<file path="src/rtl/ram_port_arbiter.sv">
// Arbitrates the single-port data RAM between the CPU memory stage and a
// secondary device read port. CPU access is gated behind the start switch,
// and absolute addresses are mapped onto RAM-local word indices.
module ram_port_arbiter #(
    parameter int unsigned RAM_BASE     = 8500,
    parameter int unsigned RAM_DEPTH    = 1024,
    parameter int unsigned AW           = 10,
    parameter int unsigned STARVE_LIMIT = 4
) (
    input  logic          clk,
    input  logic          reset,
    input  logic          switchStart,
    input  logic          cpu_req,
    input  logic          cpu_we,
    input  logic [31:0]   cpu_addr,
    input  logic [31:0]   cpu_wdata,
    output logic          cpu_stall,
    output logic [31:0]   cpu_rdata,
    output logic          cpu_rvalid,
    input  logic          dev_req,
    input  logic [31:0]   dev_addr,
    output logic          dev_gnt,
    output logic [31:0]   dev_rdata,
    output logic          dev_rvalid,
    output logic          ram_we,
    output logic [AW-1:0] ram_addr,
    output logic [31:0]   ram_wdata,
    input  logic [31:0]   ram_rdata,
    output logic          running,
    output logic          addr_err
);

    localparam int unsigned SW = $clog2(STARVE_LIMIT + 1);
    localparam logic [SW-1:0] StarveMax = SW'(STARVE_LIMIT);
    localparam logic [31:0] RamEnd = RAM_BASE + RAM_DEPTH;

    typedef enum logic {StWaitStart, StRun} state_e;

    state_e          state_q, state_d;
    logic [SW-1:0]   starve_q, starve_d;
    logic            tag_valid_q, tag_valid_d;
    logic            tag_cpu_q, tag_cpu_d;
    logic            tag_oor_q, tag_oor_d;
    logic [AW-1:0]   addr_q;

    logic            cpu_grant;
    logic            dev_grant;
    logic            any_grant;
    logic [31:0]     sel_addr;
    logic [AW-1:0]   local_addr;
    logic            in_range;

    assign running = (state_q == StRun);

    // Start-switch FSM state register.
    always_ff @(posedge clk) begin
        if (reset) begin
            state_q <= StWaitStart;
        end else begin
            state_q <= state_d;
        end
    end

    // Start-switch FSM next state: RUN is absorbing until reset.
    always_comb begin
        state_d = state_q;
        unique case (state_q)
            StWaitStart: if (switchStart) state_d = StRun;
            StRun:       state_d = StRun;
            default:     state_d = StWaitStart;
        endcase
    end

    // Grant selection, address decode and RAM drive for the current cycle.
    always_comb begin
        cpu_grant  = 1'b0;
        dev_grant  = 1'b0;
        // Both grants are held off during reset so nothing reaches the RAM.
        if (!reset) begin
            cpu_grant = cpu_req && running && !(dev_req && (starve_q == StarveMax));
            dev_grant = dev_req && !cpu_grant;
        end
        any_grant  = cpu_grant || dev_grant;
        sel_addr   = cpu_grant ? cpu_addr : dev_addr;
        local_addr = AW'(sel_addr - RAM_BASE);
        in_range   = (sel_addr >= RAM_BASE) && (sel_addr < RamEnd);

        cpu_stall  = cpu_req && !cpu_grant;
        dev_gnt    = dev_grant;
        ram_we     = cpu_grant && cpu_we && in_range;
        ram_addr   = any_grant ? local_addr : addr_q;
        ram_wdata  = cpu_wdata;
        addr_err   = any_grant && !in_range;
    end

    // Next-state for the starvation counter and the read-return tag.
    always_comb begin
        starve_d = starve_q;
        if (dev_grant || !dev_req) begin
            starve_d = '0;
        end else if (cpu_grant && (starve_q != StarveMax)) begin
            starve_d = starve_q + 1'b1;
        end

        tag_valid_d = (cpu_grant && !cpu_we) || dev_grant;
        tag_cpu_d   = cpu_grant;
        tag_oor_d   = !in_range;
    end

    // Starvation counter, read tag and last-address registers.
    always_ff @(posedge clk) begin
        if (reset) begin
            starve_q    <= '0;
            tag_valid_q <= 1'b0;
            tag_cpu_q   <= 1'b0;
            tag_oor_q   <= 1'b0;
            addr_q      <= '0;
        end else begin
            starve_q    <= starve_d;
            tag_valid_q <= tag_valid_d;
            tag_cpu_q   <= tag_cpu_d;
            tag_oor_q   <= tag_oor_d;
            if (any_grant) addr_q <= local_addr;
        end
    end

    // Read return: the tag owner gets RAM data (zero when out of range),
    // and a reset arriving in the return cycle kills the response.
    always_comb begin
        cpu_rvalid = tag_valid_q && tag_cpu_q && !reset;
        dev_rvalid = tag_valid_q && !tag_cpu_q && !reset;
        cpu_rdata  = (cpu_rvalid && !tag_oor_q) ? ram_rdata : 32'd0;
        dev_rdata  = (dev_rvalid && !tag_oor_q) ? ram_rdata : 32'd0;
    end

endmodule

</file>
<file path="config.mk">
export PLATFORM = sky130hd
export DESIGN_NAME = ram_port_arbiter
export DESIGN_NICKNAME = d
export VERILOG_FILES = /design/src/rtl/ram_port_arbiter.sv
export SDC_FILE = /design/constraint.sdc
export NUM_CORES = 1
export LEC_CHECK = 0
export BUFFER_PORTS_ARGS = -buffer_cell sky130_fd_sc_hd__clkbuf_2
export CAP_MARGIN = 20
export CORE_AREA = 2 2 94 96
export CTS_BUF_LIST = sky130_fd_sc_hd__clkbuf_8
export CTS_CLUSTER_DIAMETER = 200
export DETAILED_ROUTE_END_ITERATION = 16
export DIE_AREA = 0 0 96 98
export PLACE_DENSITY_LB_ADDON = 0.25
export SLEW_MARGIN = 10
export SYNTH_ARGS = -nofsm -noshare
export SYNTH_HDL_FRONTEND = slang
export SYNTH_SLANG_ARGS = --single-unit
</file>
<file path="constraint.sdc">
create_clock -name clk -period 4.1 [get_ports clk]
set_input_delay 0.82 -clock clk [delete_from_list [all_inputs] [get_ports clk]]
set_output_delay 0.82 -clock clk [all_outputs]
set_load 0.03 [all_outputs]
</file>
==> results of run 1 <==
worst min-delay path, delay by kind of cell, from the launching register on:
kind / cells / cell delay, ns
compound gates: 1 / 0.07
simple gates: 1 / 0.07
flops: 1 / 0.30
layout make-up:
cell class                      instances  area (um2)  area share (%)
Clock buffer                            3        41.3            1.40
Clock inverter                          1        5.00           0.169
Inverter                                8        32.5            1.10
Multi-Input combinational cell        203        1390            47.1
Sequential cell                        17         340            11.5
Tap cell                              108         135            4.57
Timing Repair Buffer                  194        1010            34.2
power by group through the flow:
stage               sequential, mW  combinational, mW  clock [mW]
finish                       0.178              0.217       0.131
global route                 0.179              0.238       0.142
CTS                          0.178              0.216       0.136
detailed placement           0.182              0.215           0
global placement             0.182              0.213           0
floorplan                    0.182              0.174           0
what timing repair did:
item	CTS	global route
hold endpoints to repair	0	0
resized for setup	1	10
gates cloned	0	0
buffers inserted	0	2
pin swaps	1	3
setup endpoints to repair	1	2
cells in the final DEF, fill, tap and decap left out, drive strengths merged, types with 4 or more instances in the layout:
master  synthesis  layout
nor2b           6       6
nor4            9       9
nor2           18      18
a21oi           9       9
a31oi           4       4
ha              4       4
o21ai           6       6
a211oi          7       7
dfxtp          17      17
and3            4       4
clkbuf          8     184
inv             8       8
mux2i           7       7
nand2          13      13
and2           65      65
nand3           6       6
buf            36      13
registers in the layout (all words and copies together) (netlist names):
register and count:
tag_valid_q 1, starve_q 3, addr_q 10, tag_cpu_q 1
running 1, tag_oor_q 1
metal layers:
metal	vias to the layer above	routed length, um
met2	127	3860
met1	1113	2880
met3	4	619
li1	1227	-
met5	-	0
met4	0	31
worst paths after layout:
path | endpoint | slack (ns) | cells after the start
min reg2reg | addr_q[9] | 0.49 | 2
max | addr_err | 0.06 | 13
min | addr_q[9] | 0.49 | 2
max reg2reg | addr_q[8] | 1.24 | 13
logic make-up (layout without fill, tap and decap cells):
logic type / after synthesis / count (layout) / share of synthesized area, %
multiplexers: 9 / 9 / 4.76
AO/OA/AOI/OAI: 47 / 47 / 17.2
AND/OR/NAND/NOR: 138 / 138 / 40.2
buffers and inverters: 52 / 206 / 16.4
adder cells (fa/ha/maj): 4 / 4 / 2.47
XOR/XNOR: 5 / 5 / 2.16
flip-flops: 17 / 17 / 16.8
cells in the mapped netlist, drive strengths merged, types with 3 or more instances:
library cell / n
inv: 8
ha: 4
o311ai: 3
and2: 65
a31oi: 4
nand2: 13
and3: 4
clkbuf: 8
nor3: 3
buf: 36
nor4b: 3
o21ai: 6
dfxtp: 17
nand2b: 3
nor2: 18
nor4: 9
xor2: 3
a21oi: 9
a211oi: 7
mux2i: 7
nand3: 6
nor2b: 6
==> results by group, run 1 <==
Placed design
  – Place WS: -0.0686 ns
  – # port buffers: 182
  – GP Congestion: 0.855
  – Dpl cells: 528
  – Placed Area: 2870 um2
  – DP HPWL: 6.46 mm

Drt
  – DRC violations left: 0
  – WL final: 7.39 mm
  – Drt via density: 4.63
  – WL/cell: 13.8 um
  – Final ANT Viol Nets: 0
  – First-pass iteration count of the detailed router: 4
  – Vias: 2471
  – Initial DRC Count: 59

Global routing
  – GR Util met3: 2.70%
  – Global route overflow: 0
  – Largest net degree at the start of global routing: 33
  – Overall global routing resource usage: 14.7%
  – Initial antenna violation count: 0
  – GRT busiest layer: met2
  – Global-route wire length before repair: 11.1 mm
  – M2 GR Usage: 27.8%
  – Grt met1 use: 17.0%
  – Vias in the first global route: 2297

Critical path
  – Worst Setup SP: reset
  – Cell family with most CP delay: compound AO/OA/AOI/OAI gates
  – CP bufs+invs: 4
  – Worst path slowest cell: a2111o_1
  – Critical Path Start Type: input port
  – Worst R2R Start: starve_q[0]
  – CP peak stage delay: 0.40 ns
  – Critical path, cell by cell: clkbuf_2 -> and3b_2 -> nand2_8 -> inv_4 -> mux2i_2 -> buf_4 -> ha_2 -> and3b_1 -> a2111o_1 -> a2bb2oi_1 -> o311ai_2 -> a21oi_2 -> clkbuf_4
  – Max Fanout on Critical Path: 4
  – Crit path required time: 3.28 ns
  – CP arrival: 3.22 ns
  – Crit end category: output port
  – Crit Path Class: in2out

Die
  – Initial Utilization: 23.9%
  – Number of cell rows: 34
  – Boundary Pins: 247
  – Die ar.: 9410 um2
  – Horiz. Die Dim: 96 um
  – Area of the core: 8470 um2
  – Height of the die: 98 um

Pwr
  – Comb pwr share: 41.2%
  – Total chip power: 0.527 mW
  – Max IR drop VDD: 0.000157 V
  – Pint: 0.332 mW
  – Switching share of power: 37.1%
  – Switch Pwr: 0.195 mW
  – Sequential share of power: 33.9%
  – Power Density: 178 nW/um2
  – Leak: 1.59 nW
  – Power share of the clock group: 24.9%

Timing
  – Final clock skew: 0.00149 ns
  – Final Worst Setup Slack: 0.0636 ns
  – Fmax: 0.248 GHz
  – Period utilization: 98.4%
  – Final setup fails: 0
  – Final hold slack: 0.491 ns
  – Final TNS setup: 0 ns
  – Final hold violation count: 0
  – Slew margin rel.: 65.0%
  – Worst-Margin Slew: 0.518 ns
  – Final slew viol count: 0
  – Min cycle time layout: 4.04 ns

Synth
  – Netlist cell types: 53
  – Synth area leader: and2_1
  – Main synth FF type: dfxtp_1
  – Mapped Area: 2020 um2
  – Sequential share of the synthesized area: 16.8%
  – Mapped Cells: 272
  – Dominant cells by area after synthesis: and2_1 (20%), dfxtp_1 (17%), buf_4 (13%), mux2i_1 (3.5%), nor2_1 (3.3%)
  – Synth Area per Inst: 7.44 um2
  – Yosys warning total: 0
  – Post-synth EDFFs: 0
  – Synthesized net count: 410
  – Post-synth top area share: 20.1%
  – Async S/R FF share, synth: 0%
  – Synthesis-stage register bit count: 17

Finish
  – ANT cells: 0
  – Area Growth Syn to Fin: 46.1%
  – Util after Layout: 34.9%
  – Finished Layout Cells: 534
  – Final instance area: 2960 um2
  – Filler Cell Count: 921
  – Nets: 565
  – Share of layout cells above drive strength 1: 50.5%

Clock network
  – Num CTS Buffers: 3
  – Clk buf depth: 2
  – CTS sink cnt: 17
  – H-Tree Depth: 1
  – Clk root buf: clkbuf_8
  – CTS Hold Bufs: 0
  – Clock Latency Late Sink: 0.26 ns
  – Clock Pin Slew Worst Setup and Hold Paths: 0.07 ns
  – TritonCTS clock tree: yes

Worst hold path
  – Hold path start: addr_q[9]
  – Hold crit path type: reg2reg

Run status
  – Status: finished clean

Flow run
  – Max cap viols: 0
(Power assumes the default switching activity.)
==> run 2, diff against run 1 <==
--- a/config.mk
+++ b/config.mk
@@ -13,6 +13,7 @@
 export DETAILED_ROUTE_END_ITERATION = 16
 export DIE_AREA = 0 0 96 98
 export PLACE_DENSITY_LB_ADDON = 0.25
+export REMOVE_ABC_BUFFERS = 1
 export SLEW_MARGIN = 10
 export SYNTH_ARGS = -nofsm -noshare
 export SYNTH_HDL_FRONTEND = slang
==> results by group, run 2 (synthesis results as in run 1) <==
Finish
  – Area Growth Syn to Fin: 45.8%
  – Share of layout cells above drive strength 1: 50.1% (-0.35 points)
  – Largest register FFs: 10 (unchanged)
  – Top reg by flops: addr_q
  – Nets: 562 (-0.53%)
  – Commonest non-fill, non-tap cell in the layout: clkbuf_2
  – Final instance area: 2950 um2 (-0.25%)
  – ANT cells: 0 (unchanged)
  – Filler Cell Count: 935 (+1.5%)
  – Util after Layout: 34.8% (-0.089 points)
  – Largest regs: addr_q x10, starve_q x3
  – Highest-count cells in the layout ignoring fill and taps: clkbuf_2 (180), and2_1 (65), nor2_1 (18), dfxtp_1 (17), nand2_1 (12)

Placed design
  – Place WS: -0.0971 ns (-0.0286 ns)
  – GP Congestion: 0.859 (+0.46%)
  – DP HPWL: 7.85 mm (+22%)
  – # port buffers: 182 (unchanged)
  – Placed Area: 2850 um2 (-1.0%)

Critical path
  – Cell family with most CP delay: simple AND/OR/NAND/NOR gates
  – Flop2flop setup slack: 1.50 ns (+0.26 ns)
  – Max Fanout on Critical Path: 5 (+1)
  – Critical Path Start Type: input port
  – CP bufs+invs: 3 (-1)
  – Critical path, cell by cell: clkbuf_2 -> and3b_2 -> nand2_8 -> inv_4 -> mux2i_4 -> ha_2 -> or3b_4 -> a21oi_2 -> nor4_1 -> o311ai_2 -> and4_1 -> buf_6
  – Worst path slowest cell: o311ai_2
  – Crit end category: output port
  – Crit Path Class: in2out
  – R2R cell count: 12 (-1)
  – CP peak stage delay: 0.39 ns (about the same)
  – Crit path required time: 3.28 ns (about the same)
  – Critical Path Stages: 12 (-1)
  – CP arrival: 3.18 ns (-0.04 ns)
  – Worst R2R Start: starve_q[0]
  – Crit Reg-Reg Endpoint: addr_q[8]

Clock network
  – Clock Pin Slew Worst Setup and Hold Paths: 0.07 ns (about the same)
  – CTS sink cnt: 17 (unchanged)
  – Num CTS Buffers: 3 (unchanged)
  – Post-CTS Setup Inserts: 0 (unchanged)
  – Clk root buf: clkbuf_8
  – H-Tree Depth: 1 (unchanged)
  – Clk buf depth: 2 (unchanged)
  – Clock Latency Late Sink: 0.26 ns (about the same)
  – TritonCTS clock tree: yes

Die
  – Boundary Pins: 247 (unchanged)
  – Die ar.: 9410 um2 (unchanged)
  – Horiz. Die Dim: 96 um (unchanged)
  – Height of the die: 98 um (unchanged)
  – Number of cell rows: 34 (unchanged)
  – Area of the core: 8470 um2 (unchanged)
  – Initial Utilization: 23.9% (unchanged)

Drt
  – WL final: 9.01 mm (+22%)
  – DRC violations left: 0 (unchanged)
  – WL/cell: 17.0 um (+23%)
  – Final ANT Viol Nets: 0 (unchanged)
  – Vias: 2536 (+2.6%)
  – Initial DRC Count: 59 (unchanged)
  – First-pass iteration count of the detailed router: 4 (unchanged)
  – Drt via density: 4.78 (+3.2%)

Timing
  – Final hold slack: 0.481 ns (-0.0102 ns)
  – Final clock skew: 0.00726 ns (+0.00577 ns)
  – Final Worst Setup Slack: 0.100 ns (+0.0367 ns)
  – Worst-Margin Slew: 0.709 ns (+0.192 ns)
  – Period utilization: 97.6% (-0.90 points)
  – Final TNS setup: 0 ns (unchanged)
  – RSZ-0062 raised after global routing: no
  – Slew margin rel.: 52.0% (-13 points)
  – Fmax: 0.250 GHz (+0.92%)
  – Final hold violation count: 0 (unchanged)
  – Final setup fails: 0 (unchanged)
  – Final slew viol count: 0 (unchanged)
  – Min cycle time layout: 4.00 ns (-0.0367 ns)

Pwr
  – Pint: 0.331 mW (-0.17%)
  – Max IR drop VDD: 0.000131 V (-17%)
  – Comb pwr share: 41.4% (+0.2 points)
  – Switch Pwr: 0.193 mW (-1.3%)
  – Power share of the clock group: 24.5% (-0.4 points)
  – Leak: 1.58 nW (-1.1%)
  – Power Density: 178 nW/um2 (-0.35%)
  – Sequential share of power: 34.0% (about the same)
  – Switching share of power: 36.8% (-0.28 points)

Global routing
  – Overall global routing resource usage: 18.0% (+3.3 points)
  – Vias in the first global route: 2377 (+3.5%)
  – Global-route wire length before repair: 12.9 mm (+16%)
  – Initial antenna violation count: 0 (unchanged)
  – Largest net degree at the start of global routing: 33 (unchanged)
  – Global route overflow: 0 (unchanged)

Flow run
  – Max cap viols: 0 (unchanged)

Run status
  – Status: finished clean

Worst hold path
  – Hold path start: addr_q[9]
  – WHS Path Cells: 2 (unchanged)
  – Hold crit path type: reg2reg
  – Hold Path Sink: addr_q[9]
-- run 2: layer usage --
layer | wire, um | vias up | global-route usage (%)
met3 | 1540 | 9 | 12.2
met1 | 3190 | 1120 | 19.3
met5 | 49 | - | 6.67
met4 | 87 | 2 | 2.64
met2 | 4140 | 186 | 29.1
li1 | - | 1219 | -
-- run 2: final cells by class --
class                           instances  area, um2  area share [%]
Tap cell                              108        135            4.58
Inverter                                8       32.5            1.10
Clock buffer                            3       41.3            1.40
Multi-Input combinational cell        203       1410            47.7
Clock inverter                          1       5.00           0.170
Sequential cell                        17        340            11.5
Timing Repair Buffer                  191        987            33.5
-- run 2: what timing repair did --
| item | CTS | global route |
|---|---|---|
| setup endpoints to repair | 1 | 2 |
| pin swaps | 1 | 4 |
| hold buffers | 0 | 0 |
| gates resized for setup | 3 | 13 |
-- run 2: worst max path at each step --
stage               startpoint  endpoint  slack [ns]
floorplan                reset  addr_err       -0.13
global placement         reset    ram_we        0.01
detailed placement       reset    ram_we        -0.1
CTS                      reset    ram_we        0.02
global route             reset    ram_we       0.006
finish                   reset    ram_we        0.10
-- run 2: power groups by stage --
stage,clock [mW],sequential (mW),combinational (mW)
final,0.128,0.178,0.217
after global routing,0.138,0.179,0.239
after CTS,0.131,0.178,0.214
after detailed placement,0,0.182,0.212
after global placement,0,0.182,0.212
after floorplan,0,0.182,0.108
-- run 2: per-stage QoR --
stage                     power, mW  instances
after global routing          0.556        531
final                         0.524        531
after detailed placement      0.394        527
after CTS                     0.523        531
after floorplan               0.290        228
after global placement        0.394        527
-- run 2: tightest hold or removal path, cell delays in order, from the launching register on --
cell and delay, ns:
dfxtp_1 0.30, nand2_1 0.06, a31oi_1 0.07
==> run 3, diff against run 2 <==
--- a/config.mk
+++ b/config.mk
@@ -8,11 +8,11 @@
 export BUFFER_PORTS_ARGS = -buffer_cell sky130_fd_sc_hd__clkbuf_2
 export CAP_MARGIN = 20
 export CORE_AREA = 2 2 94 96
-export CTS_BUF_LIST = sky130_fd_sc_hd__clkbuf_8
+export CTS_BUF_LIST = sky130_fd_sc_hd__clkbuf_2
 export CTS_CLUSTER_DIAMETER = 200
 export DETAILED_ROUTE_END_ITERATION = 16
 export DIE_AREA = 0 0 96 98
-export PLACE_DENSITY_LB_ADDON = 0.25
+export PLACE_DENSITY = 0.75
 export REMOVE_ABC_BUFFERS = 1
 export SLEW_MARGIN = 10
 export SYNTH_ARGS = -nofsm -noshare
==> results by group, run 3 (synthesis results as in run 1) <==
Clock network
  – Clock Pin Slew Worst Setup and Hold Paths: 0.17 ns (+0.10 ns)
  – Clock Latency Late Sink: 0.30 ns (+0.04 ns)
  – Clk root buf: clkbuf_2
  – CTS Hold Bufs: 0 (unchanged)
  – H-Tree Depth: 1 (unchanged)
  – CTS sink cnt: 17 (unchanged)
  – Clk buf depth: 2 (unchanged)
  – Num CTS Buffers: 3 (unchanged)
  – TritonCTS clock tree: yes

Die
  – Horiz. Die Dim: 96 um (unchanged)
  – Boundary Pins: 247 (unchanged)
  – Initial Utilization: 23.9% (unchanged)
  – Number of cell rows: 34 (unchanged)
  – Die ar.: 9410 um2 (unchanged)
  – Height of the die: 98 um (unchanged)
  – Area of the core: 8470 um2 (unchanged)

Placed design
  – Dpl cells: 531 (+0.76%)
  – DP HPWL: 8.19 mm (+4.3%)
  – GP Congestion: 0.922 (+7.4%)
  – # port buffers: 182 (unchanged)

Pwr
  – Power share of the clock group: 16.9% (-7.6 points)
  – Max IR drop VDD: 0.000134 V (+2.7%)
  – Sequential share of power: 37.2% (+3.2 points)
  – Switching share of power: 39.6% (+2.8 points)
  – Pint: 0.290 mW (-12%)
  – Leak: 1.59 nW (+0.89%)
  – Comb pwr share: 45.9% (+4.5 points)
  – Switch Pwr: 0.190 mW (-1.5%)
  – Power Density: 163 nW/um2 (-8.1%)

Flow run
  – Max cap viols: 0 (unchanged)

Finish
  – Largest regs: addr_q x10, starve_q x3
  – Commonest non-fill, non-tap cell in the layout: clkbuf_2
  – Filler Cell Count: 927 (-0.86%)
  – Multi-input gate area: 1390 um2 (-1.4%)
  – Largest register FFs: 10 (unchanged)
  – Sequential Area: 342 um2 (+0.37%)
  – Area Growth Syn to Fin: 45.3%
  – Finished Layout Cells: 536 (+0.94%)
  – Top reg by flops: addr_q
  – ANT cells: 0 (unchanged)
  – Nets: 567 (+0.89%)
  – Share of layout cells above drive strength 1: 50.9% (+0.82 points)
  – Highest-count cells in the layout ignoring fill and taps: clkbuf_2 (185), and2_1 (65), nor2_1 (18), dfxtp_1 (16), buf_4 (14)

Drt
  – DRC violations left: 0 (unchanged)
  – First-pass iteration count of the detailed router: 4 (unchanged)
  – WL final: 9.25 mm (+2.7%)
  – WL/cell: 17.3 um (+1.7%)
  – Initial DRC Count: 74 (+25%)
  – Drt via density: 4.82 (+0.94%)
  – Final ANT Viol Nets: 0 (unchanged)
  – Vias: 2584 (+1.9%)

Critical path
  – CP peak stage delay: 0.39 ns (about the same)
  – Worst path slowest cell: o311ai_2
  – Flop2flop setup slack: 1.39 ns (-0.11 ns)
  – Crit Path Class: in2out
  – Critical path, cell by cell: clkbuf_2 -> and3b_2 -> nand2_8 -> inv_4 -> mux2i_2 -> ha_2 -> or3b_4 -> a21oi_2 -> nor4_1 -> o311ai_2 -> and4_1 -> buf_6
  – Critical Path Start Type: input port
  – CP arrival: 3.19 ns (about the same)
  – Max Fanout on Critical Path: 4 (-1)
  – Crit path required time: 3.28 ns (about the same)
  – Crit end category: output port

Timing
  – Slew margin rel.: 65.7% (+14 points)
  – Fmax: 0.249 GHz (-0.27%)
  – Final hold violation count: 0 (unchanged)
  – Final slew viol count: 0 (unchanged)
  – Final TNS setup: 0 ns (unchanged)
  – Worst-Margin Slew: 0.508 ns (-0.201 ns)
  – Min cycle time layout: 4.01 ns (+0.0110 ns)
  – Final clock skew: 0.00148 ns (-0.00579 ns)
  – RSZ-0062 raised after global routing: yes
  – Period utilization: 97.8% (+0.27 points)
  – Final setup fails: 0 (unchanged)

Global routing
  – Initial antenna violation count: 0 (unchanged)
  – Vias in the first global route: 2344 (-1.4%)
  – Largest net degree at the start of global routing: 33 (unchanged)
  – Overall global routing resource usage: 17.7% (-0.27 points)
  – Global route overflow: 0 (unchanged)
  – Global-route wire length before repair: 12.4 mm (-3.2%)

Run status
  – Status: finished clean

Worst hold path
  – Hold crit path type: reg2reg
==> run 3: cell count changes in the layout (fill, tap and decap cells not counted), sizes merged <==
cell and change:
clkinv -1, clkbuf +1, buf +5
==> run 3: critical path: cells and delay by family <==
kind | cells | cell delay (ns)
simple gates | 5 | 1.11
fa+ha+maj | 1 | 0.22
mux | 1 | 0.23
buf+inv | 3 | 0.30
compound gates | 2 | 0.51
==> run 3: final timing paths <==
kind | endpoint | start | cells after the start
max | ram_we | reset | 12
min reg2reg | addr_q[9] | addr_q[9] | 2
max reg2reg | tag_oor_q | starve_q[0] | 13
min | addr_q[9] | addr_q[9] | 2
==> run 3: per-stage QoR <==
stage	utilization [%]	instance area [um2]	setup WS, ns	total power, mW	hold WS, ns
6_report	34.7	2940	0.0894	0.480	0.494
5_1_grt	34.7	2940	-0.0222	0.515	0.548
4_1_cts	34.2	2900	0.0231	0.481	0.500
3_5_place_dp	34.0	2880	-0.0510	0.399	0.479
3_3_place_gp	34.0	2880	0.0227	0.396	0.466
2_1_floorplan	-	1720	-0.134	0.290	0.442
==> run 3: power groups by stage <==
| stage | logic [mW] | registers [mW] | clock network (mW) |
|---|---|---|---|
| 3_5_place_dp | 0.216 | 0.182 | 0 |
| 3_3_place_gp | 0.214 | 0.182 | 0 |
| 5_1_grt | 0.239 | 0.180 | 0.0961 |
| 4_1_cts | 0.218 | 0.179 | 0.0852 |
| 2_1_floorplan | 0.108 | 0.182 | 0 |
| 6_report | 0.220 | 0.178 | 0.0811 |
==> run 3: timing repair <==
action	CTS	global route
endpoints found under the setup margin	1	3
pin swaps	1	4
gates resized for setup	1	13
buffers inserted	0	1
hold endpoints to repair	0	0
==> run 3: final cells by class <==
class / instances / area share (%)
multi-input cells: 203 / 47.2
repair buffers: 196 / 34.8
inverters: 8 / 1.11
clock buffers: 4 / 0.681
flip-flops and latches: 17 / 11.6
well taps: 108 / 4.60
==> run 3: per-layer routing <==
layer  global-route usage [%]  vias up  share of wire, %
met2                     29.9      171                48
met3                     8.02        9                13
met1                     20.1     1173                38
met5                     5.56        -              0.45
li1                         -     1229                 -
met4                     3.41        2              0.95
